**src/rtl/serial_subtractor_pkg.sv**
```systemverilog
// Shared definitions for the bit-serial subtractor: state encoding and
// counter sizing helper.
package serial_sub_pkg;

  localparam logic [1:0] IDLE_ENC  = 2'd0;
  localparam logic [1:0] SHIFT_ENC = 2'd1;
  localparam logic [1:0] DONE_ENC  = 2'd2;

  typedef enum logic [1:0] {
    IDLE  = IDLE_ENC,
    SHIFT = SHIFT_ENC,
    DONE  = DONE_ENC
  } state_t;

  // Bits needed to count 0..n-1; never less than one bit.
  function automatic int clog2(input int n);
    int r;
    r = 0;
    while ((1 << r) < n) r++;
    return (r < 1) ? 1 : r;
  endfunction

endpackage

```
**src/rtl/serial_subtractor_cell.sv**
```systemverilog
// One-bit full subtractor: d = ai - bi - bin, bout = borrow out.
// Purely combinational.
module full_subtractor_cell (
  input  logic ai,
  input  logic bi,
  input  logic bin,
  output logic d,
  output logic bout
);

  assign d    = ai ^ bi ^ bin;
  assign bout = (~ai & bi) | (~(ai ^ bi) & bin);

endmodule

```
**src/rtl/serial_subtractor.sv**
```systemverilog
// Bit-serial a - b, LSB first: WIDTH cycles in SHIFT, then a one-cycle done pulse.
// Start is ignored while busy; accepted in IDLE or DONE. Optional signed overflow via SERIAL_SUB_OVERFLOW_EN.
module serial_subtractor
  import serial_sub_pkg::*;
#(
  parameter int WIDTH = 8
) (
  input  logic             clk,
  input  logic             rst,
  input  logic             start,
  input  logic [WIDTH-1:0] a,
  input  logic [WIDTH-1:0] b,
  output logic             busy,
  output logic             done,
  output logic [WIDTH-1:0] diff,
`ifdef SERIAL_SUB_OVERFLOW_EN
  output logic             borrow_out,
  output logic             overflow
`else
  output logic             borrow_out
`endif
);

  localparam int CW = clog2(WIDTH);

  state_t           state, state_nxt;
  // sa holds the minuend and fills from the top with result bits as it drains.
  logic [WIDTH-1:0] sa;
  logic [WIDTH-1:0] sb;
  logic             br;
  logic [CW-1:0]    cnt;
  logic             d_bit;
  logic             bout_bit;
  logic             last;
  logic             load;

`ifdef SERIAL_SUB_OVERFLOW_EN
  logic a_msb;
  logic b_msb;
`endif

  full_subtractor_cell u_cell (
    .ai   (sa[0]),
    .bi   (sb[0]),
    .bin  (br),
    .d    (d_bit),
    .bout (bout_bit)
  );

  assign last = (cnt == CW'(WIDTH - 1));
  assign load = start && ((state == IDLE) || (state == DONE));

  always_comb begin
    state_nxt = state;
    case (state)
      IDLE:    if (start) state_nxt = SHIFT;
      SHIFT:   if (last)  state_nxt = DONE;
      DONE:    state_nxt = start ? SHIFT : IDLE;
      default: state_nxt = IDLE;
    endcase
  end

  always_ff @(posedge clk or posedge rst) begin
    if (rst) begin
      state <= IDLE;
      busy  <= 1'b0;
      done  <= 1'b0;
    end else begin
      state <= state_nxt;
      busy  <= (state_nxt == SHIFT);
      done  <= (state_nxt == DONE);
    end
  end

  always_ff @(posedge clk or posedge rst) begin
    if (rst) begin
      sa         <= '0;
      sb         <= '0;
      br         <= 1'b0;
      cnt        <= '0;
      diff       <= '0;
      borrow_out <= 1'b0;
    end else if (load) begin
      sa  <= a;
      sb  <= b;
      br  <= 1'b0;
      cnt <= '0;
    end else if (state == SHIFT) begin
      sa  <= {d_bit, sa[WIDTH-1:1]};
      sb  <= {1'b0, sb[WIDTH-1:1]};
      br  <= bout_bit;
      cnt <= cnt + 1'b1;
      if (last) begin
        diff       <= {d_bit, sa[WIDTH-1:1]};
        borrow_out <= bout_bit;
      end
    end
  end

`ifdef SERIAL_SUB_OVERFLOW_EN
  // d_bit on the final edge is the result sign bit.
  always_ff @(posedge clk or posedge rst) begin
    if (rst) begin
      a_msb    <= 1'b0;
      b_msb    <= 1'b0;
      overflow <= 1'b0;
    end else if (load) begin
      a_msb <= a[WIDTH-1];
      b_msb <= b[WIDTH-1];
    end else if ((state == SHIFT) && last) begin
      overflow <= (a_msb != b_msb) && (d_bit != a_msb);
    end
  end
`endif

endmodule

```
**config.mk**
```make
export PLATFORM = sky130hd
export DESIGN_NAME = serial_subtractor
export DESIGN_NICKNAME = d
export VERILOG_FILES = /design/src/rtl/serial_subtractor_pkg.sv /design/src/rtl/serial_subtractor_cell.sv /design/src/rtl/serial_subtractor.sv
export SDC_FILE = /design/constraint.sdc
export NUM_CORES = 1
export LEC_CHECK = 0
export ABC_AREA = 1
export BUFFER_PORTS_ARGS = -buffer_cell sky130_fd_sc_hd__buf_2
export CORE_MARGIN = 2
export CORE_UTILIZATION = 50
export DETAILED_ROUTE_END_ITERATION = 7
export PLACE_DENSITY = 0.82
export SYNTH_ARGS = -nofsm -noshare
export SYNTH_HDL_FRONTEND = slang
export SYNTH_SLANG_ARGS = --single-unit
```
**constraint.sdc**
```tcl
create_clock -name clk -period 1.63 [get_ports clk]
set_clock_uncertainty 0.15 [all_clocks]
set_input_delay 0.326 -clock clk [delete_from_list [all_inputs] [get_ports clk]]
set_output_delay 0.326 -clock clk [all_outputs]
set_load 0.01 [all_outputs]
```
==> impl_metrics.py <==
metrics = {
    "finish": {
        "antenna_cells": 0,
        "finish.net_count": 216,
        "syn_to_final_growth_pct": 17.4,
        "drive_gt1_share_pct": 23.2,
    },
    "clocking": {
        "cts_buffer_depth": 2,
        "htreeDepth": 2,
        "cts_buffers": 5,
        "insertion_delay_ns": 0.33,
        "cts_root_buffer": "clkbuf_4",
        "numClockSinks": 33,
        "postCtsResizedCells": 0,
        "clkTransAtPathRegs_ns": 0.09,
        "tritoncts": "built",
    },
    "routing": {
        "via_per_inst": 5.17,
        "dr.pass1.iters": 4,
        "drt_iter0_drc": 52,
        "vias": 1164,
        "routed_wirelength_um": 2770,
        "remaining_drc_errors": 0,
        "ant_nets": 0,
        "wl_per_cell_um": 12.3,
    },
    "power_and_ir_drop": {
        "pwr-share-clk_pct": 14.5,
        "switching_power_mw": 1.26,
        "pwr-share-seq_pct": 45.4,
        "p_int_mw": 1.92,
        "ir_drop_mv": 1.22,
        "p_total_mw": 3.18,
        "netSwitchingFraction_pct": 39.6,
        "p_leak_nw": 0.882,
        "power-per-cell-area_nw_per_um2": 1920,
        "p_comb_share_pct": 40.1,
    },
    "critical_path": {
        "start_kind": "flop",
        "critPathMaxFanout": 10,
        "critPathRequiredTime_ns": 1.75,
        "worst-setup-path-type": "reg2reg",
        "cp_slowest_cell": "dfrtp_1",
        "path_cells": "ha_1 -> ha_1 -> inv_1 -> nor2_4 -> nand2_1 -> nand2_1",
        "cp-end-kind": "flop",
        "cp_slowest_stage_delay_ns": 0.40,
        "arrival_ns": 1.59,
    },
    "floorplanning": {
        "die_area_um2": 3270,
        "core.rowCount": 19,
        "initial_utilization_pct": 52.2,
        "die_w_um": 57.2,
        "coreArea_um2": 2710,
        "die_h_um": 57.2,
        "ios": 30,
    },
    "synthesis": {
        "synth_warnings": 0,
        "syn_area_um2": 1410,
        "synth_top_cell_by_area": "dfrtp_1",
        "synth_edf_count": 0,
        "ys.flop_type": "dfrtp_1",
        "synth_top_cell_area_share_pct": 58.4,
        "yosysMostFrequentCell": "nand2_1",
        "synth_cell_type_count": 14,
        "synthCells": 159,
        "synth_nets": 181,
        "synthTopCellsByArea": "dfrtp_1, nand2_1, nand3_1",
        "synth_common_cells": "nand2_1, nand3_1, dfrtp_1, inv_1, buf_2",
        "synth_area_per_cell_um2": 8.89,
        "synthArstFlopShare_pct": 100,
        "synth_seq_cells": 33,
        "ys_seq_area_share_pct": 58.4,
    },
    "sta": {
        "rsz0062_at_grt": "false",
        "period_share_pct": 90.0,
        "setup_violations": 0,
        "max_freq_ghz": 0.682,
        "tightest_slew_ns": 0.600,
        "hold_viol_final": 0,
        "post-route-min-period_ns": 1.47,
        "fin_ws_ns": 0.163,
        "maxSlewHeadroom_pct": 59.9,
        "drv_slew": 0,
        "setup_tns_ns": 0,
    },
    "worst_hold_path": {
        "hold_class": "in2reg",
    },
    "placed_design": {
        "gp_congestion": 0.834,
        "portBuffers": 29,
        "pre_cts_ws_ns": 0.175,
        "detailed_place_hpwl_um": 1940,
    },
    "grt": {
        "gr-total-overflow": 0,
        "grt_pass1_vias": 1063,
        "grtUsageTotal_pct": 19.4,
        "grt_pass1_wl_um": 4690,
        "antenna_found_initial": 0,
        "grt_max_degree": 34,
    },
    "job": {
        "max_cap_viol_count": 0,
    },
    "outcome": {
        "status": "finished, final reports clean",
    },
}
-- metrics by stage --
step / hold WS [ns] / util, % / area [µm²] / instances
after global placement: 0.277 / 58.9 / 1600 / 217
after detailed placement: 0.280 / 58.9 / 1600 / 217
after CTS: 0.0458 / 61.3 / 1660 / 225
after global routing: 0.0404 / 61.3 / 1660 / 225
final: 0.0578 / 61.3 / 1660 / 225
after floorplan: 0.293 / - / 1410 / 159
-- state kept, by name, indices dropped and copies added, names as in the netlist --
name / flops
borrow_out: 1
br: 1
busy: 1
cnt: 3
diff: 8
done: 1
sa: 8
sb: 8
state: 2
-- logic make-up after synthesis --
logic type,count (synthesis),share of synthesized area [%]
flops,33,58.4
simple gates,105,32.6
compound gates,4,1.42
fa+ha+maj,3,3.19
buf+inv,14,4.42
-- layout make-up --
type / count / area [µm²]
clock buffers: 7 / 55.1
fillers: 243 / 1050
inverters: 8 / 30.0
multi-input cells: 112 / 526
flip-flops and latches: 33 / 826
well taps: 31 / 38.8
repair buffers: 34 / 185
-- layer usage --
metal	global-route usage, %	share of wire (%)	vias up
li1	-	-	582
met4	8.97	1.7	0
met5	0	0	-
met1	23.6	44	542
met3	7.94	6.4	7
met2	30.4	48	33
-- final timing paths --
path	start	to	slack [ns]	cells after the start
max	cnt[0]	diff[4]	0.16	6
min reg2reg	borrow_out	borrow_out	0.33	2
max in group asynchronous	rst	sb[1]	0.58	4
min	b[7]	sb[7]	0.06	3
min in group asynchronous	rst	done	0.45	4
max reg2reg	cnt[0]	diff[4]	0.16	6
-- layout by cell type (no fill, tap or decap) --
cell type      Yosys  layout
nand3_1           35      35
buf_2              5      29
nand2_2            2       2
inv_1              7       7
clkbuf_4           0       5
ha_1               2       2
dfrtp_1           33      33
inv_2              1       1
nand2_1           64      64
nor2_2             1       1
buf_4              1       4
clkbuf_8           0       1
fa_1               1       1
clkbuf_1           0       1
nor2_1             1       1
dlygate4sd3_1      0       1
nor2_4             2       2
o21ai_0            4       4
-- critical path, delay by kind of cell, from the launching register on --
kind | cells | cell delay [ns]
DFF | 1 | 0.40
buffers and inverters | 1 | 0.10
and+or+nand+nor | 3 | 0.39
adders and majority gates | 2 | 0.38
-- repair_timing --
action	in CTS	in global routing
hold endpoints to repair	33	0
setup endpoints to repair	0	0
buffers inserted	0	0
hold buffers	1	0
-- power by group through the flow --
stage	clock, mW	combinational [mW]	sequential (mW)
after floorplan	0	0.871	1.48
after global placement	0	1.23	1.43
after detailed placement	0	1.29	1.46
after CTS	0.472	1.30	1.44
after global routing	0.515	1.46	1.49
final	0.460	1.28	1.45
Power figures use the tool's default switching activity.
